==> config.mk <==
export PLATFORM = sky130hd
export DESIGN_NAME = cpu_writeback
export DESIGN_NICKNAME = d
export VERILOG_FILES = /design/src/rtl/cpu_writeback.sv
export SDC_FILE = /design/constraint.sdc
export NUM_CORES = 1
export LEC_CHECK = 0
export CORE_MARGIN = 10
export CORE_UTILIZATION = 40
export DETAILED_ROUTE_END_ITERATION = 12
export PLACE_DENSITY = 0.81
export SYNTH_ARGS = -nofsm -noshare
export SYNTH_HDL_FRONTEND = slang
export SYNTH_SLANG_ARGS = --single-unit
==> constraint.sdc <==
create_clock -name clk -period 5 [get_ports clk]
set_input_delay 0.75 -clock clk [delete_from_list [all_inputs] [get_ports clk]]
set_output_delay 0.75 -clock clk [all_outputs]
set_load 0.01 [all_outputs]
==> src/rtl/cpu_writeback.sv <==
// W-stage pipeline register and register-file write controller for the 16-bit,
// 8-register CPU; also waits for load data and flags loads that never return.
module cpu_writeback #(
  parameter logic [15:0] NOP_INSTR  = 16'h000F,
  parameter logic [2:0]  LINK_REG   = 3'd7,
  parameter logic [7:0]  LD_TIMEOUT = 8'd64
) (
  input  logic        clk,
  input  logic        reset_n,
  input  logic        x_valid,
  output logic        x_ready,
  input  logic [15:0] x_instr,
  input  logic [15:0] x_alu_result,
  input  logic [15:0] x_pc_plus,
  input  logic        mem_rvalid,
  input  logic [15:0] mem_rdata,
  output logic [15:0] instr_w,
  output logic [15:0] result_w,
  output logic        rf_we,
  output logic [2:0]  rf_waddr,
  output logic [15:0] rf_wdata,
  output logic        ld_err
);

  typedef enum logic [1:0] {
    S_IDLE    = 2'd0,
    S_WB      = 2'd1,
    S_WAIT_LD = 2'd2
  } state_t;

  state_t      state_q, state_d;
  logic [15:0] instr_q, instr_d;
  logic [15:0] result_q, result_d;
  logic [7:0]  cnt_q, cnt_d;
  logic        ld_err_q, ld_err_d;
  logic        accept;

  function automatic logic is_load(input logic [3:0] op);
    return op == 4'd4;
  endfunction

  function automatic logic is_link(input logic [3:0] op);
    return (op == 4'd8) || (op == 4'd12);
  endfunction

  // mv, add, sub, ld, mvhi target rx; call/callr target the link register
  function automatic logic is_writer(input logic [3:0] op);
    case (op)
      4'd0, 4'd1, 4'd2, 4'd4, 4'd6, 4'd8, 4'd12: return 1'b1;
      default:                                   return 1'b0;
    endcase
  endfunction

  assign x_ready = (state_q != S_WAIT_LD);
  assign accept  = x_valid && x_ready;

  always_comb begin
    state_d  = state_q;
    instr_d  = instr_q;
    result_d = result_q;
    cnt_d    = cnt_q;
    ld_err_d = ld_err_q;
    case (state_q)
      S_IDLE, S_WB: begin
        if (accept) begin
          instr_d = x_instr;
          if (is_load(x_instr[3:0])) begin
            state_d = S_WAIT_LD;
            cnt_d   = 8'd0;
          end else if (is_link(x_instr[3:0])) begin
            state_d  = S_WB;
            result_d = x_pc_plus;
          end else begin
            state_d  = S_WB;
            result_d = x_alu_result;
          end
        end else begin
          state_d = S_IDLE;
          instr_d = NOP_INSTR;
        end
      end
      S_WAIT_LD: begin
        // Data arriving on the final waiting cycle still commits
        if (mem_rvalid) begin
          result_d = mem_rdata;
          state_d  = S_WB;
        end else if (cnt_q == LD_TIMEOUT - 8'd1) begin
          ld_err_d = 1'b1;
          instr_d  = NOP_INSTR;
          state_d  = S_IDLE;
        end else begin
          cnt_d = cnt_q + 8'd1;
        end
      end
      default: begin
        state_d = S_IDLE;
        instr_d = NOP_INSTR;
      end
    endcase
  end

  always_ff @(posedge clk or negedge reset_n) begin
    if (!reset_n) begin
      state_q  <= S_IDLE;
      instr_q  <= NOP_INSTR;
      result_q <= 16'h0000;
      cnt_q    <= 8'd0;
      ld_err_q <= 1'b0;
    end else begin
      state_q  <= state_d;
      instr_q  <= instr_d;
      result_q <= result_d;
      cnt_q    <= cnt_d;
      ld_err_q <= ld_err_d;
    end
  end

  assign instr_w  = instr_q;
  assign result_w = result_q;
  assign ld_err   = ld_err_q;
  assign rf_we    = (state_q == S_WB) && is_writer(instr_q[3:0]);
  assign rf_waddr = is_link(instr_q[3:0]) ? LINK_REG : instr_q[7:5];
  assign rf_wdata = result_q;

endmodule

Word-level counts from Yosys, hierarchy flattened
Index checks and enable logic that the tools add are counted.
- output and inout port bits: 54
- input bits: 68
- flip-flop bits (word level): 43
- logic and storage cells: 62
- multiplexer cells: 21
- $add $sub $neg: 1
- equality and inequality tests: 21
- reductions and logical operators: 13
- bitwise operators: 1
- operator list (kind ; number):
    16-bit 2-to-1 mux ; 7
    16-bit case mux with 2 select lines ; 2
    8-bit 2-to-1 mux ; 4
    4-bit == test (second input constant) ; 4
    2-bit inequality test (second input constant) ; 8
    8-bit case mux with 2 select lines ; 1
    4-bit by 3-bit == test with 1-bit output (second input constant) ; 3
    8-bit by 1-bit adder with 8-bit output (second input constant) ; 1
    8-bit by 6-bit == test with 1-bit output (second input constant) ; 1
    2-bit 2-to-1 mux ; 4
    7-bit OR reduction ; 1
    5-bit AND reduction ; 1
    4-bit by 1-bit == test with 1-bit output (second input constant) ; 1
    4-bit by 2-bit == test with 1-bit output (second input constant) ; 1
    4-bit logical NOT ; 1
    2-bit case mux with 2 select lines ; 1
    4-bit AND reduction ; 1
    3-bit 2-to-1 mux ; 1
    3-bit inequality test (second input constant) ; 1
    3-bit AND reduction ; 1
    2-bit by 1-bit == test with 1-bit output (second input constant) ; 1
    2-bit == test (second input constant) ; 1
    1-bit logical AND ; 2
    2-bit logical NOT ; 1
    other kinds (6) ; 7

Longest topological paths before layout
Gate-level depths: netlist of the first run.
- word-level depth: 6
- mapped depth: 7
- gate-level depth less buffers: 6

Worst setup path after synthesis of the first run
No wires, ideal clock.
- path type: in2reg
- start point: in x_instr[0]
- end point: reg result_q[9] (netlist: result_w[9])
- path slack: 3.011 ns
- library setup time: 0.125 ns
- buffers on the path: 2
- data arrival time: 1.864 ns
- cell stages on the path: 6
- path through: or3b_2 > clkbuf_2 > buf_2 > nand2_1 > a21oi_1 > mux2_2
- longest elaborated chain between the ends: 6
- RTL lines (item ; line ; text):
    from (decl) ; 12 ; input logic [15:0] x_instr,
    4-bit == test ; 43 ; return (op == 4'd8) || (op == 4'd12);
    1-bit logical OR ; 43 ;
    16-bit 2-to-1 mux ; 70 ; end else if (is_link(x_instr[3:0])) begin
    16-bit 2-to-1 mux ; 67 ; if (is_load(x_instr[3:0])) begin
    16-bit 2-to-1 mux ; 65 ; if (accept) begin
    16-bit case mux with 2 select lines ; 63 ; case (state_q)
    to (signal assigned) ; 112 ; result_q <= result_d;
    to (decl) ; 33 ; logic [15:0] result_q, result_d;
Parallel ways exist; a longest one is shown, timed or not. The select of a mux whose other input is x is not followed.
A chain may end at the register's enable or synchronous reset.

Final worst setup path of the first run
- start point: reg state_q[0]
- end point: out x_ready
- longest elaborated chain between the ends: 1
- RTL lines (item ; line ; text):
    from (decl) ; 31 ; state_t state_q, state_d;
    from (signal assigned) ; 110 ; state_q <= state_d;
    2-bit inequality test ; 54 ; assign x_ready = (state_q != S_WAIT_LD);
    to (decl) ; 11 ; output logic x_ready,
No other way between the ends.

==> results.md, run 1 <==
- Most common cell after layout, fill and taps aside: clkdlybuf4s50_1
- Final Skew: 0.00599 ns
- Actual slew at the worst max-slew pin: 1.03 ns
- Min-delay worst type: reg -> reg
- DR iter-0 viols: 115
- Logic gate share of total power: 31.0%
- Synthesized area per cell: 10.5 µm²
- Pint: 0.680 mW
- Netlist cell types: 45
- Die span in y: 96.2 µm
- WL/cell: 17.8 µm
- Maximum root-to-sink buffer count: 2
- Diode count: 0
- Worst-path clk slew: 0.08 ns
- Vias: 2034
- First-pass GRT wire length: 11000 µm
- CP Capture Type: output port
- # DRC: 0
- Worst setup slack after layout: 1.84 ns
- Fin Hold WS: 0.471 ns
- Sw Ratio: 26.5%
- Port-buffer cells: 121
- Core area: 0.00557 mm²
- Clk root buf: clkbuf_8
- Layout cell share with drive strength beyond 1: 12.6%
- Row count: 27
- MaxCap Viol Count: 0
- Post_cts resized: 0
- Peak VDD IR: 0.135 mV
- Largest net degree at the start of global routing: 44
- Final setup viols: 0
- Post CTS Setup Buffer Count: 0
- Flops & latches, synth: 43
- Crit Path Category: reg -> out
- Fin crit period: 3.16 ns
- TNS Setup: 0 ns
- Fin crit share: 63.1%
- Status: completed
- P&R area growth vs syn: 51.9%
- RR Startpoint: state_q[0]
- Number of synthesis warnings: 0
- Filler cell count: 476
- Sequential share of power: 44.7%
- Syn_nets: 291
- I/O pin cnt: 122
- Syn Inst Count: 222
- Number of global-route vias before repair: 2150
- Hold Fails Final Rpt: 0
- Clock latency on the worst-skew pair: 0.29 ns
- CTS Sinks: 43
- Max FO, Critical Path: 20
- Psw: 0.245 mW
- Crit path required time: 4.25 ns
- CTS buffer count: 5
- Post-CTS Hold Buffers: 0
- Post-synth top flop: dfrtp_1
- Vias/cell: 5.12
- Worst Setup Start Kind: flop
- Critical Path Source: state_q[0]
- Router iterations before antenna repair: 4
- Power share of the clock group: 24.3%
- Most frequent cells in the layout: 120 x clkdlybuf4s50_1, 39 x dfrtp_1, 33 x a21oi_1
- GRT overflow: 0
- Relative slew slack: 31.1%
- Sequential share of the synthesized area: 46.5%
- Initial Util: 41.7%
- Max Clk Rate: 317 MHz
- Full die area: 0.00926 mm²
- Leak Pwr: 1.53 nW
- Post-route ant nets: 0
- Worst EP arrival: 2.41 ns
- Drt total wl: 7080 µm
- Mapped Area: 0.00232 mm²
- H-tree levels: 2
- Placed wire-length estimate: 5450 µm
- Final Max Tran Viols: 0
- Layout Nets: 393
- RSZ-0062 raised after global routing: no
- Post-synth EDFFs: 0
- Pwr Density: 262 mW/mm²
- Hold path start: ld_err
- Initial antenna violation count: 0
- CTS tree: yes
- Gr usage total: 15.1%
- Synth async-reset ratio: 100%
- Die width: 96.2 µm
- Dpl ws: 2.11 ns
- RD Place Congestion: 0.815
-- per-stage QoR --
step / power [mW] / instances / area [µm²] / util [%]
after detailed placement: 0.710 / 389 / 3440 / 61.7
after global placement: 0.704 / 389 / 3440 / 61.7
final: 0.925 / 397 / 3530 / 63.3
after floorplan: 0.549 / 222 / 2320 / -
after CTS: 0.938 / 397 / 3530 / 63.3
after global routing: 0.971 / 397 / 3530 / 63.3
-- layout make-up --
class	count	area, µm²	share of cell area (%)
Clock inverter	1	5.00	0.142
Sequential cell	43	1080	30.6
Clock buffer	7	86.3	2.45
Inverter	3	11.3	0.319
Timing Repair Buffer	121	1210	34.2
Tap cell	72	90.1	2.55
Multi-Input combinational cell	150	1050	29.7
-- synth_stat cells (4+ instances only) --
cell type / number / area share, %
a21oi_1: 33 / 7.1
a22o_1: 14 / 5.3
buf_4: 17 / 5.5
dfrtp_1: 39 / 42
dfstp_2: 4 / 4.5
mux2_2: 7 / 3.4
mux2_4: 9 / 5.8
nand2_1: 20 / 3.2
nor2_1: 19 / 3.1
nor3_1: 4 / 0.86
o22a_1: 4 / 1.5
or2_2: 4 / 1.1
-- power by group through the flow --
stage	Sequential (mW)	Clock [mW]	Combinational, mW
floorplan	0.428	0	0.121
global placement	0.417	0	0.287
detailed placement	0.418	0	0.291
CTS	0.414	0.232	0.292
global route	0.420	0.244	0.307
finish	0.413	0.225	0.287
-- metal layers --
metal  global-route usage, %  routed length (µm)
met4                    5.28                 106
met3                    5.60                 675
met1                    17.6                2850
met5                       0                   0
met2                    24.9                3440
-- cells by family (layout without fill, tap and decap cells) --
kind of cell	count (synthesis)	after routing	synth area share, %
DFF	43	43	46.5
buffers and inverters	29	132	8.29
and+or+nand+nor	67	67	15.3
AOI/OAI and AO/OA	65	65	19.7
adders and majority gates	1	1	0.538
muxes	17	17	9.64
-- path summary, 6_finish.rpt --
kind	end	slack, ns	cells past startpoint
worst max-delay path	x_ready	1.84	3
worst min-delay path	ld_err	0.47	1
worst max register to register	instr_w[9]	2.57	4
worst min register to register	ld_err	0.47	1
max in group asynchronous	cnt_q[1]	3.81	1
min in group asynchronous	instr_w[12]	0.60	1
-- sequential cells by signal, summed over array words and instances (netlist names) --
signal	cells
state_q	2
ld_err	1
result_w	16
cnt_q	8
instr_w	16
-- critical path: stages, from the launching register on --
cell and delay (ns):
dfrtp_1 0.40, and2b_2 0.48, clkinv_1 0.58, clkdlybuf4s50_1 0.65
Power figures use the tool's default switching activity.
==> inputs of run 2 (changes only) <==
--- a/config.mk
+++ b/config.mk
@@ -6,9 +6,9 @@
 export NUM_CORES = 1
 export LEC_CHECK = 0
 export CORE_MARGIN = 10
-export CORE_UTILIZATION = 40
+export CORE_UTILIZATION = 36
 export DETAILED_ROUTE_END_ITERATION = 12
-export PLACE_DENSITY = 0.81
+export PLACE_DENSITY = 0.77
 export SYNTH_ARGS = -nofsm -noshare
 export SYNTH_HDL_FRONTEND = slang
 export SYNTH_SLANG_ARGS = --single-unit
==> constraint.sdc (replaced) <==
create_clock -name clk -period 2.6 [get_ports clk]
set_input_delay 0.39 -clock clk [delete_from_list [all_inputs] [get_ports clk]]
set_output_delay 0.39 -clock clk [all_outputs]
set_load 0.01 [all_outputs]
==> results.md, run 2 (synthesized netlist as in run 1, its figures left out) <==
- RSZ-0062 raised after global routing: no
- Final Max Tran Viols: 0
- Vias: 2051
- Pwr Density: 546 mW/mm²
- Port-buffer cells: 121
- Initial Util: 36.8%
- Layout Nets: 396
- Worst EP arrival: 1.82 ns
- Vias/cell: 5.06
- P&R area growth vs syn: 55.1%
- CTS Sinks: 43
- Maximum root-to-sink buffer count: 2
- Met1 global-route usage: 15.9%
- CTS buffer count: 5
- Die width: 100 µm
- Initial antenna violation count: 0
- Leak Pwr: 1.56 nW
- Post-route ant nets: 0
- GRT overflow: 0
- Worst setup slack after layout: 0.386 ns
- Worst Setup Start Kind: flop
- Bufs and invs on worst path: 2
- Met2 usage: 22.2%
- Clk root buf: clkbuf_8
- I/O pin cnt: 122
- Crit path required time: 2.21 ns
- Number of global-route vias before repair: 2187
- Drt total wl: 7110 µm
- CTS tree: yes
- Clock latency on the worst-skew pair: 0.30 ns
- Worst-path cell chain: and2b_2 -> clkinv_1 -> clkdlybuf4s50_1
- Hold Fails Final Rpt: 0
- Global Route met3 Usage: 5.49%
- Row count: 29
- TNS Setup: 0 ns
- Actual slew at the worst max-slew pin: 1.11 ns
- Most common cell after layout, fill and taps aside: clkdlybuf4s50_1
- Most frequent cells in the layout: 120 x clkdlybuf4s50_1, 39 x dfrtp_1, 33 x a21oi_1
- GRT Max-Usage Layer: met2
- Filler cell count: 570
- First-pass GRT wire length: 11100 µm
- Sequential Area: 0.00108 mm²
- Area of the multi-input gates: 0.00105 mm²
- Final setup viols: 0
- Peak VDD IR: 0.311 mV
- Family with the most delay on the worst path: buffers and inverters
- Placed wire-length estimate: 5370 µm
- # DRC: 0
- Router iterations before antenna repair: 4
- Fin crit share: 85.1%
- Layout cell share with drive strength beyond 1: 13.7%
- Status: completed
- Post_cts resized: 0
- DR iter-0 viols: 69
- Min-delay worst type: in -> async
- Final Skew: 0.00635 ns
- Crit path largest cell delay: 0.51 ns
- Relative slew slack: 26.0%
- Fin crit period: 2.21 ns
- Worst-path clk slew: 0.08 ns
- Max FO, Critical Path: 20
- Die span in y: 100 µm
- Largest net degree at the start of global routing: 44
- Logic gate share of total power: 28.1%
- MaxCap Viol Count: 0
- Diode count: 0
- Pint: 1.48 mW
- Sequential share of power: 40.4%
- Post-CTS Hold Buffers: 0
- Max Clk Rate: 452 MHz
- Power share of the clock group: 31.5%
- Psw: 0.489 mW
- Post CTS Setup Buffer Count: 0
- Crit Path Category: reg -> out
- Dpl ws: 0.210 ns
- Core area: 0.00631 mm²
- Gr usage total: 13.5%
- CP Capture Type: output port
- Sw Ratio: 24.9%
- WL/cell: 17.6 µm
- H-tree levels: 2
- RD Place Congestion: 0.761
- Full die area: 0.0101 mm²
- Slowest cell on the critical path: clkdlybuf4s50_1
run 2: cell type report:
cell class	instances	share of cell area [%]
Clock buffer	5	1.91
Clock inverter	3	1.87
Inverter	3	0.312
Multi-Input combinational cell	150	29.1
Sequential cell	43	30.0
Tap cell	77	2.67
Timing Repair Buffer	124	34.1
run 2: worst paths after layout:
kind	from	slack, ns	depth (start not counted)	endpoint
max	state_q[0]	0.39	3	x_ready
min	reset_n	0.23	1	result_w[7]
max reg2reg	state_q[0]	0.62	5	instr_w[8]
min reg2reg	ld_err	0.47	1	ld_err
max in group asynchronous	reset_n	1.77	1	cnt_q[2]
min in group clk	ld_err	0.47	1	ld_err
run 2: power groups by stage:
stage / combinational [mW] / sequential [mW] / clock [mW]
floorplan: 0.232 / 0.824 / 0
global placement: 0.552 / 0.804 / 0
detailed placement: 0.560 / 0.806 / 0
CTS: 0.562 / 0.795 / 0.634
global route: 0.592 / 0.805 / 0.658
finish: 0.553 / 0.795 / 0.619
run 2: layer usage:
metal	vias to the layer above	share of wire (%)
met5	-	0
met3	7	8.9
met2	74	49
met1	981	41
met4	0	1.4
li1	989	-
run 2: per-stage QoR:
stage,area (µm²),hold slack (ns),utilization (%),instances,power [mW]
after CTS,3600,0.270,57.1,405,1.99
final,3600,0.228,57.1,405,1.97
after global placement,3470,0.448,54.9,397,1.36
after detailed placement,3470,0.454,54.9,397,1.37
after floorplan,2320,0.0944,-,222,1.06
after global routing,3600,0.316,57.1,405,2.05
==> inputs of run 3 (changes only) <==
==> constraint.sdc (replaced) <==
create_clock -name clk -period 2.6 [get_ports clk]
set_input_delay 0.39 -clock clk [delete_from_list [all_inputs] [get_ports clk]]
set_output_delay 0.39 -clock clk [all_outputs]
set_load 0.1 [all_outputs]
==> results.md, run 3 (synthesized netlist as in run 1, its figures left out) <==
- Placed wire-length estimate: 5580 µm
- Logic gate share of total power: 48.6%
- P&R area growth vs syn: 49.6%
- Initial antenna violation count: 0
- Worst EP arrival: 1.98 ns
- Port-buffer cells: 121
- Row count: 29
- Clk root buf: clkbuf_8
- Layout cell share with drive strength beyond 1: 30.6%
- Final Skew: 0.00634 ns
- Sequential share of power: 30.6%
- Hold Fails Final Rpt: 0
- Max Clk Rate: 423 MHz
- CTS Sinks: 43
- Leak Pwr: 1.63 nW
- Min-delay worst type: in -> async
- Clock latency on the worst-skew pair: 0.29 ns
- Router iterations before antenna repair: 4
- MaxCap Viol Count: 0
- I/O pin cnt: 122
- Status: completed
- GRT overflow: 0
- Post-route ant nets: 0
- Inst Count DP: 399
- Layout Cells excl Fill: 407
- Maximum root-to-sink buffer count: 2
- Drt total wl: 7100 µm
- Crit Path Category: reg -> out
- Sw Ratio: 47.5%
- Max FO, Critical Path: 20
- DR iter-0 viols: 82
- Most frequent cells in the layout: 66 x clkdlybuf4s50_1, 58 x buf_4, 39 x dfrtp_1
- Filler cell count: 586
- Final setup viols: 0
- Peak VDD IR: 0.562 mV
- Most common cell after layout, fill and taps aside: clkdlybuf4s50_1
- Critical Path Source: state_q[0]
- Area after DPL: 0.00336 mm²
- Full die area: 0.0101 mm²
- TNS Setup: 0 ns
- Core area: 0.00631 mm²
- Die span in y: 100 µm
- Pwr Density: 748 mW/mm²
- Final Max Tran Viols: 0
- H-tree levels: 2
- Total power: 2.60 mW
- Crit path required time: 2.21 ns
- First-pass GRT wire length: 11200 µm
- Post CTS Setup Buffer Count: 0
- Largest net degree at the start of global routing: 25
- Final cell utilization of the core: 55.1%
- Die width: 100 µm
- Fin crit period: 2.37 ns
- Post_cts resized: 0
- RSZ-0062 raised after global routing: no
- RD Place Congestion: 0.754
- Wire length on met1: 2930 µm
- CP Capture Type: output port
- CTS buffer count: 5
- Diode count: 0
- # DRC: 0
- Power share of the clock group: 20.8%
- Top layer in use: met4
- Fin crit share: 91.0%
- Worst Setup Start Kind: flop
- Routed met2 length: 3520 µm
- Relative slew slack: 29.2%
- Design Area, Final: 0.00348 mm²
- Post-CTS Hold Buffers: 0
- RR Startpoint: state_q[0]
- Metal3 WL: 585 µm
- Initial Util: 36.8%
- Psw: 1.23 mW
- Worst-path clk slew: 0.08 ns
- Vias/cell: 5.00
- CTS tree: yes
- Gr usage total: 13.6%
- WL/cell: 17.4 µm
- Vias: 2035
- Layout Nets: 398
- Actual slew at the worst max-slew pin: 1.06 ns
- Pint: 1.37 mW
- Number of global-route vias before repair: 2188
## run 3: cell types whose count changed in the layout (fill, tap and decap cells not counted), sizes merged
cell and delta:
clkdlybuf4s50 -54, clkbuf +1, clkinv +1, bufinv -1, clkinvlp -1, buf +56
## run 3: metal layers
layer	GRT usage (%)	vias to the layer above
met2	22.0	76
li1	-	988
met5	0	-
met3	5.36	7
met4	3.26	0
met1	16.5	964
## run 3: worst max-delay path, cell delays in order (launching register included)
cell and delay, ns:
dfrtp_1 0.40, and2b_2 0.48, clkinv_1 0.33, buf_4 0.29, buf_12 0.18
## run 3: per-stage QoR
| step | setup WS, ns | hold WS (ns) |
|---|---|---|
| after floorplan | 0.549 | 0.0944 |
| after global placement | 0.292 | 0.411 |
| after detailed placement | 0.182 | 0.421 |
| after CTS | 0.203 | 0.0912 |
| after global routing | 0.0981 | 0.112 |
| final | 0.234 | 0.0804 |
## run 3: power by group through the flow
| stage | registers (mW) | logic [mW] | clock network [mW] |
|---|---|---|---|
| 6_report | 0.796 | 1.26 | 0.541 |
| 5_1_grt | 0.807 | 1.31 | 0.577 |
| 4_1_cts | 0.798 | 1.27 | 0.556 |
| 3_5_place_dp | 0.808 | 1.27 | 0 |
| 3_3_place_gp | 0.806 | 1.26 | 0 |
| 2_1_floorplan | 1.23 | 0.574 | 0 |
## run 3: worst paths after layout
| check | endpoint | slack (ns) | cells past startpoint |
|---|---|---|---|
| worst max-delay path | x_ready | 0.23 | 4 |
| worst min-delay path | result_w[7] | 0.08 | 1 |
| worst max register to register | result_w[7] | 0.56 | 6 |
| worst min register to register | ld_err | 0.46 | 1 |
| max in group asynchronous | instr_w[1] | 1.88 | 2 |
| min in group clk | ld_err | 0.46 | 1 |
## run 3: cell type report
cell class	instances	area, µm²	area share [%]
clock buffer	6	82.6	2.37
clock inverter	2	35.0	1.01
inverter	3	11.3	0.324
multi-input combinational	150	1050	30.2
sequential	43	1080	31.1
tap	77	96.3	2.77
timing repair buffer	126	1120	32.2
